File: src/rtl/alu_arb_pkg.sv
// Shared types and constants for the ALU arbiter: FSM states and RISC-V funct3 encodings.
package alu_arb_pkg;

   typedef enum logic [1:0] {
      IDLE = 2'd0,
      BUSY = 2'd1,
      RESP = 2'd2
   } arbState_e;

   localparam logic [2:0] F3_ADD  = 3'b000;
   localparam logic [2:0] F3_SLL  = 3'b001;
   localparam logic [2:0] F3_SLT  = 3'b010;
   localparam logic [2:0] F3_SLTU = 3'b011;
   localparam logic [2:0] F3_XOR  = 3'b100;
   localparam logic [2:0] F3_SR   = 3'b101;
   localparam logic [2:0] F3_OR   = 3'b110;
   localparam logic [2:0] F3_AND  = 3'b111;

   // SLL and SRL/SRA are the only multi-cycle functions of the serial shifter.
   function automatic logic isShift(input logic [2:0] funct3);
      return funct3[1:0] == 2'b01;
   endfunction

endpackage

File: src/rtl/rr_arbiter.sv
// Round-robin grant: first requester at or after the pointer wins, wrapping around.
module rr_arbiter #(
   parameter int NUM_REQ = 2,
   localparam int IDW = (NUM_REQ > 1) ? $clog2(NUM_REQ) : 1
) (
   input  logic [NUM_REQ-1:0] req,
   input  logic [IDW-1:0]     ptr,
   output logic [NUM_REQ-1:0] grant,
   output logic [IDW-1:0]     grantIdx,
   output logic               grantValid
);

   logic [IDW-1:0] cand;

   always_comb begin
      grant      = '0;
      grantIdx   = '0;
      grantValid = 1'b0;
      cand       = '0;
      for (int i = 0; i < NUM_REQ; i++) begin
         cand = IDW'((int'(ptr) + i) % NUM_REQ);
         if (!grantValid && req[cand]) begin
            grantValid  = 1'b1;
            grantIdx    = cand;
            grant[cand] = 1'b1;
         end
      end
   end

endmodule

File: src/rtl/alu_arbiter.sv
// Shares one serial ALU among NUM_REQ requesters: round-robin accept, one operation
// in flight, timeout abort with an ALU reset pulse, and a held response.
module alu_arbiter
   import alu_arb_pkg::*;
#(
   parameter int NUM_REQ     = 2,
   parameter int TIMEOUT_CYC = 40,
   localparam int IDW = (NUM_REQ > 1) ? $clog2(NUM_REQ) : 1
) (
   input  logic                     clk_i,
   input  logic                     rst_ni,
   input  logic [NUM_REQ-1:0]       req_valid_i,
   output logic [NUM_REQ-1:0]       req_ready_o,
   input  logic [NUM_REQ-1:0][31:0] req_arg1_i,
   input  logic [NUM_REQ-1:0][31:0] req_arg2_i,
   input  logic [NUM_REQ-1:0][2:0]  req_funct3_i,
   input  logic [NUM_REQ-1:0]       req_subsr_i,
   output logic [31:0]              alu_arg1_o,
   output logic [31:0]              alu_arg2_o,
   output logic [2:0]               alu_funct3_o,
   output logic                     alu_subsr_o,
   output logic                     alu_rst_o,
   input  logic [31:0]              alu_res_i,
   input  logic                     alu_done_i,
   output logic                     rsp_valid_o,
   input  logic                     rsp_ready_i,
   output logic [IDW-1:0]           rsp_id_o,
   output logic [31:0]              rsp_data_o,
   output logic                     rsp_err_o
);

   localparam int CW = (TIMEOUT_CYC > 1) ? $clog2(TIMEOUT_CYC) : 1;

   arbState_e      state;
   logic [IDW-1:0] ptr;
   logic [IDW-1:0] opId;
   logic [CW-1:0]  busyCnt;
   logic           timeoutPulse;

   logic [NUM_REQ-1:0] grant;
   logic [IDW-1:0]     grantIdx;
   logic               grantValid;
   logic [IDW-1:0]     ptrNext;
   logic               doneSeen;
   logic               timedOut;

   rr_arbiter #(.NUM_REQ(NUM_REQ)) rrArb (
      .req        (req_valid_i),
      .ptr        (ptr),
      .grant      (grant),
      .grantIdx   (grantIdx),
      .grantValid (grantValid)
   );

   assign req_ready_o = (rst_ni && state == IDLE) ? grant : '0;
   assign alu_rst_o   = ~rst_ni | timeoutPulse;
   assign ptrNext     = (grantIdx == IDW'(NUM_REQ - 1)) ? '0 : grantIdx + IDW'(1);

   // The shifter spends its first BUSY cycle loading, so any done seen there is bogus.
   assign doneSeen = alu_done_i && !(busyCnt == '0 && isShift(alu_funct3_o));
   assign timedOut = busyCnt == CW'(TIMEOUT_CYC - 1);

   // Operand outputs double as the latched operation and are forced to zero outside
   // BUSY so the ALU never sees a shift it was not asked for.
   always_ff @(posedge clk_i or negedge rst_ni) begin
      if (!rst_ni) begin
         state        <= IDLE;
         ptr          <= '0;
         opId         <= '0;
         busyCnt      <= '0;
         timeoutPulse <= 1'b0;
         alu_arg1_o   <= '0;
         alu_arg2_o   <= '0;
         alu_funct3_o <= '0;
         alu_subsr_o  <= 1'b0;
         rsp_valid_o  <= 1'b0;
         rsp_id_o     <= '0;
         rsp_data_o   <= '0;
         rsp_err_o    <= 1'b0;
      end else begin
         timeoutPulse <= 1'b0;
         case (state)
            IDLE: begin
               if (grantValid) begin
                  state        <= BUSY;
                  opId         <= grantIdx;
                  ptr          <= ptrNext;
                  busyCnt      <= '0;
                  alu_arg1_o   <= req_arg1_i[grantIdx];
                  alu_arg2_o   <= req_arg2_i[grantIdx];
                  alu_funct3_o <= req_funct3_i[grantIdx];
                  alu_subsr_o  <= req_subsr_i[grantIdx];
               end
            end
            BUSY: begin
               if (doneSeen || timedOut) begin
                  state        <= RESP;
                  rsp_valid_o  <= 1'b1;
                  rsp_id_o     <= opId;
                  rsp_data_o   <= doneSeen ? alu_res_i : 32'd0;
                  rsp_err_o    <= !doneSeen;
                  timeoutPulse <= !doneSeen;
                  busyCnt      <= '0;
                  alu_arg1_o   <= '0;
                  alu_arg2_o   <= '0;
                  alu_funct3_o <= '0;
                  alu_subsr_o  <= 1'b0;
               end else begin
                  busyCnt <= busyCnt + CW'(1);
               end
            end
            RESP: begin
               if (rsp_ready_i) begin
                  state       <= IDLE;
                  rsp_valid_o <= 1'b0;
               end
            end
            default: begin
               state <= IDLE;
            end
         endcase
      end
   end

endmodule

File: config.mk
export PLATFORM = sky130hd
export DESIGN_NAME = alu_arbiter
export DESIGN_NICKNAME = d
export VERILOG_FILES = /design/src/rtl/alu_arb_pkg.sv /design/src/rtl/rr_arbiter.sv /design/src/rtl/alu_arbiter.sv
export SDC_FILE = /design/constraint.sdc
export NUM_CORES = 1
export LEC_CHECK = 0
export ABC_CLOCK_PERIOD_IN_PS = 5300
export CELL_PAD_IN_SITES_DETAIL_PLACEMENT = 1
export CELL_PAD_IN_SITES_GLOBAL_PLACEMENT = 2
export CORE_UTILIZATION = 25
export DETAILED_ROUTE_END_ITERATION = 16
export GPL_TIMING_DRIVEN = 0
export HOLD_SLACK_MARGIN = 0.03
export PLACE_DENSITY_LB_ADDON = 0.05
export SYNTH_ARGS = -nofsm -noshare
export SYNTH_HDL_FRONTEND = slang
export SYNTH_SLANG_ARGS = --single-unit
export TNS_END_PERCENT = 5
File: constraint.sdc
create_clock -name clk_i -period 5.3 [get_ports clk_i]
set_input_delay 0.53 -clock clk_i [delete_from_list [all_inputs] [get_ports clk_i]]
set_output_delay 0.53 -clock clk_i [all_outputs]
set_load 0.02 [all_outputs]
Yosys cells after proc, flatten, opt, wreduce, memory -nomap -nowiden
Index checks and enable logic that the tools add are counted.
{"block": "totals", "register_bits": 114, "output_inout_bits": 106, "wordCells": 99}
{"block": "op_classes", "n_addsub": 3, "n_lt_le_gt_ge": 5, "n_eq_ne": 7, "muxes": 48, "n_bitwise": 3, "n_reduce_logical": 20}
{"cell": "$mux 32", "n": 8}
{"cell": "$pmux 32 s2", "n": 2}
{"cell": "$mux 1", "n": 19}
{"cell": "$mux 2", "n": 6}
{"cell": "$mux 3", "n": 4}
{"cell": "$mux 6", "n": 2}
{"cell": "$pmux 6 s2", "n": 1}
{"cell": "$reduce_and 3->1", "n": 3}
{"cell": "$add 6x1->6 const B", "n": 1}
{"cell": "$eq 6x6->1 const B", "n": 1}
{"cell": "$logic_and 1x1->1", "n": 6}
{"cell": "$logic_not 6->1", "n": 1}
{"cell": "$lt 1x2->1 const B", "n": 3}
{"cell": "$ne 2x2->1 const B", "n": 3}
{"cell": "$pmux 2 s3", "n": 1}
{"cell": "$pmux 3 s2", "n": 1}
{"cell": "$reduce_and 2->1", "n": 3}
{"cell": "$eq 2x1->1 const B", "n": 2}
{"cell": "$pmux 1 s2", "n": 2}
{"cell": "$reduce_bool 2->1", "n": 2}
{"cell": "$logic_not 1->1", "n": 3}
{"cell": "$add 1x1->1 const B", "n": 2}
{"cell": "$demux 1 s1", "n": 2}
{"cell": "$eq 2x2->1 const B", "n": 1}
{"cell": "6 further kinds", "n": 7}

Depth between registers and ports, before layout
{"block": "logic_depth", "ltp_word": 10, "depth_mapped": 8, "ltp_nobuf": 6}

Cells and area by module
A second synthesis with hierarchy kept.
{"block": "unflattened", "cells_unflattened": 448, "hier_area_um2": 5067.4}
{"module": "alu_arbiter", "n_inst": 1, "cells_each": 443, "area_each_um2": 5034.8}
{"module": "rr_arbiter", "n_inst": 1, "cells_each": 5, "area_each_um2": 32.5}

Worst setup path after synthesis
OpenSTA, ideal clock, no wires.
{"block": "synth_path", "path_type": "input-to-output", "start": "input req_valid_i[1]", "end": "output req_ready_o[1]", "arrival_time_ns": 1.601, "required_time_ns": 4.770, "slack_ns": 3.169, "cell_stages": 5, "n_path_buf": 3, "path_cell_list": "buf_2 inv_1 clkbuf_2 buf_2 nor3_1"}
{"block": "synth_via", "elab_chain_len": 7, "word_cells_on_any_way": 11}
{"item": "start, declared", "line_no": "alu_arbiter.sv:12", "text": "input logic [NUM_REQ-1:0] req_valid_i,"}
{"item": "$mux 1 (implied by the code) (2 in series)", "line_no": "rr_arbiter.sv:22", "text": "if (!grantValid && req[cand]) begin"}
{"item": "$mux 1", "line_no": "rr_arbiter.sv:22"}
{"item": "$logic_not 1->1", "line_no": "rr_arbiter.sv:22"}
{"item": "$logic_and 1x1->1", "line_no": "rr_arbiter.sv:22"}
{"item": "$mux 2 *", "line_no": "rr_arbiter.sv:22"}
{"item": "$mux 2 *", "line_no": "alu_arbiter.sv:55", "text": "assign req_ready_o = (rst_ni && state == IDLE) ? grant : '0;"}
{"item": "end, declared", "line_no": "alu_arbiter.sv:13", "text": "output logic [NUM_REQ-1:0] req_ready_o,"}
Every way passes the cells marked *; elsewhere a longest branch is shown, timed or not. The select of a mux whose other input is x is not followed.

Worst setup path in the final report
Ends and elaborated chain as after synthesis.

==> flow_summary.toml <==
[routing]
first_pass_iters = 4
drt_iter0_markers = 127
drc = 0
vias = 5657
routed_wl_mm = 22.46
wl_per_cell_um = 19.70
drtAntennaViolNets = 0
vias_per_cell = 4.962

[logic_synthesis]
netlist_area_um2 = 5523
muxShareOfSynthArea_pct = 0.2039
ys_ff_latch = 114
synth_compound_area_share_pct = 32.44
syn-num-nets = 722
yosys.area_share.xor_xnor_pct = 0
synthAdderAreaFrac_pct = 0.4531
synth_cell_types = 36
synth_warnings = 0
synth_simple_gate_area_share_pct = 9.606
synth_area_per_cell_um2 = 10.12
syn_inst = 546
ys_seq_area_share_pct = 51.65
synth_top_family_by_area = "compound AO/OA/AOI/OAI gates"

[flow_run]
drv_cap = 0

[sta]
min_period_ps = 3440
hold_violations = 0
final_max_slew_viol_count = 0
setup_viol = 0
fmax_ghz = 0.2907
rsz0062_at_grt = "false"
fin_crit_sh_pct = 64.91
relSlewSlack_pct = 62.83
worstMarginPinSlew_ps = 557.6
finClkSkew_ps = 8.738

[placement]
hpwlAfterDp_mm = 16.39
gp_congestion = 0.7835
place_area_um2 = 8695
io_buffers = 279
dp.cells = 1106

[global_route]
grt.total_usage_pct = 20.07
antenna_found_initial = 1
grt_pass1_wl_mm = 34.29
grt_overflow = 0
grt_max_degree = 78
grt_pass1_vias = 6114

[finish]
layout_commonest_cell = "clkdlybuf4s50_1"
drive_gt1_share_pct = 7.101
areaGrowthSynthToFinish_pct = 68.42
fin_nets = 1022
layoutNonFillerInstCount = 1140
design_area_um2 = 9301
final_cell_mix = "clkdlybuf4s50_1, dfrtp_1, o21ai_0, nand3_1, a21o_1"
nFillCells = 2430

[power]
p_leak_nw = 4.080
clockPowerShare_pct = 21.2
total_power_mw = 5.490
p_int_mw = 3.262
netSwitchingFraction_pct = 40.59
power_frac_comb_pct = 51.8
powerDensity_nw_per_um2 = 590.2
seq_power_share_pct = 27.0
switchingPower_mw = 2.228
peakVddDrop_v = 0.0002211

[critical_path]
cp_max_fo = 10
cp.arrival_ps = 2910
end_kind = "output port"
critPathRequiredTime_ps = 4770
r2r_start = "ptr"
startpoint_type = "primary input"
worst-setup-path-type = "in2out"
rr_worst_depth = 6
rr_endpoint = "alu_arg1_o[8]"
r2r_setup_slack_ps = 3230

[floorplanning]
initial_core_util_pct = 25.39
core_um2 = 21760
row_count = 54
die_w_um = 150.6
io_pins = 280
die_y_um = 150.6
die_area_um2 = 22690

[worst_hold_path]
hold_end = "alu_arg2_o[9]"
hold_start = "alu_arg2_o[9]"
hp-class = "reg2reg"
hold_depth = 1

[cts]
insertion_delay_ps = 410
clock_path_buffers = 2
cts.clk_slew.worst_paths_ps = 70
clockRootBuffer = "clkbuf_16"
cts_buffers = 17
htree_levels = 4
tritoncts = "built"
cts_resized = 0
cts.sinks = 114

[run_status]
status = "finished clean"
-- cell usage after synthesis --
library cell	instances	area share (%)
dfrtp_1	114	52
o21ai_0	74	6.7
nand3_1	71	6.4
a21o_1	70	9.5
a211oi_1	68	9.2
clkbuf_1	35	2.4
a22o_1	32	5.1
buf_2	13	1.2
nand2_1	9	0.61
inv_1	8	0.54
nand2b_1	6	0.68
nor2_1	6	0.41
buf_4	4	0.54
a31oi_1	3	0.34
buf_1	3	0.20
buf_6	3	0.61
a21oi_1	2	0.18
a2bb2oi_1	2	0.32
clkbuf_2	2	0.18
ha_1	2	0.45
nand4_1	2	0.23
nor3_1	2	0.18
nor4_1	2	0.23
a31o_2	1	0.16
a32o_1	1	0.18
a41oi_1	1	0.16
and2b_2	1	0.16
mux2_2	1	0.20
nor2b_1	1	0.11
nor3_2	1	0.18
nor4b_2	1	0.27
o221ai_1	1	0.16
o22ai_1	1	0.11
o2bb2ai_1	1	0.16
o31ai_1	1	0.14
or2_0	1	0.11
-- state kept, by name, indices dropped and copies added (netlist names), 2 cells and up --
name,cells
alu_arg1_o,32
alu_funct3_o,3
rsp_data_o,32
state,2
busyCnt,6
alu_arg2_o,32
-- metal layers --
layer | vias up | track usage (%) | wire length, um
met2 | 181 | 33.11 | 10800
li1 | 2665 | - | -
met1 | 2782 | 24.29 | 9538
met5 | - | 0 | 0
met4 | 0 | 7.850 | 471
met3 | 29 | 6.273 | 1650
-- worst max-delay path: stages --
cell and delay, ps:
clkdlybuf4s50_1 500, buf_2 310, inv_1 230, clkbuf_2 250, buf_2 220, nor3_1 200
clkdlybuf4s50_1 660
-- how the worst max path moves through the flow --
stage | from | depth (start not counted) | endpoint
floorplan | req_valid_i[1] | 5 | req_ready_o[1]
global placement | rst_ni | 4 | req_ready_o[1]
detailed placement | req_valid_i[1] | 7 | req_ready_o[1]
CTS | rst_ni | 6 | req_ready_o[1]
global route | rst_ni | 6 | req_ready_o[1]
finish | req_valid_i[1] | 7 | req_ready_o[1]
-- layout make-up --
type | instances | area (um2) | share of cell area (%)
diodes | 1 | 2.502 | 0.02690
plain buffers | 60 | 281.5 | 3.027
clock buffers | 18 | 439.2 | 4.722
clock inverters | 14 | 155.1 | 1.668
inverters | 8 | 30.03 | 0.3228
multi-input cells | 364 | 2359 | 25.36
flip-flops and latches | 114 | 2853 | 30.67
well taps | 280 | 350.3 | 3.766
repair buffers | 281 | 2831 | 30.44
-- cell families (layout without fill, tap and decap cells) --
logic type,after synthesis,count (layout)
AO/OA/AOI/OAI,258,258
flip-flops,114,114
AND/OR/NAND/NOR,103,103
buffers and inverters,68,381
adder cells (fa/ha/maj),2,2
multiplexers,1,1
other,0,1
-- stage by stage --
stage | setup TNS [ps] | hold slack (ps) | util, % | setup WS [ps]
final | 0 | 475.4 | 42.75 | 1860
after global routing | 0 | 493.6 | 42.75 | 1713
after CTS | 0 | 480.1 | 42.74 | 1815
after detailed placement | 0 | 465.0 | 39.96 | 1846
after global placement | -143830 | 459.5 | 39.83 | -1796
after floorplan | 0 | 234.4 | - | 3169
-- what timing repair did --
item | 4_1_cts | 5_1_grt
endpoints found under the hold margin | 1 | 0
setup buffers | 0 | 0
hold buffers | 1 | 0
-- power by group through the flow --
stage | Sequential [mW] | Combinational [mW] | Clock (mW)
floorplan | 1.90 | 1.13 | 0
global placement | 1.48 | 2.83 | 0
detailed placement | 1.50 | 2.88 | 0
CTS | 1.49 | 2.90 | 1.20
global route | 1.53 | 3.09 | 1.23
finish | 1.48 | 2.84 | 1.16
(Power assumes the default switching activity.)
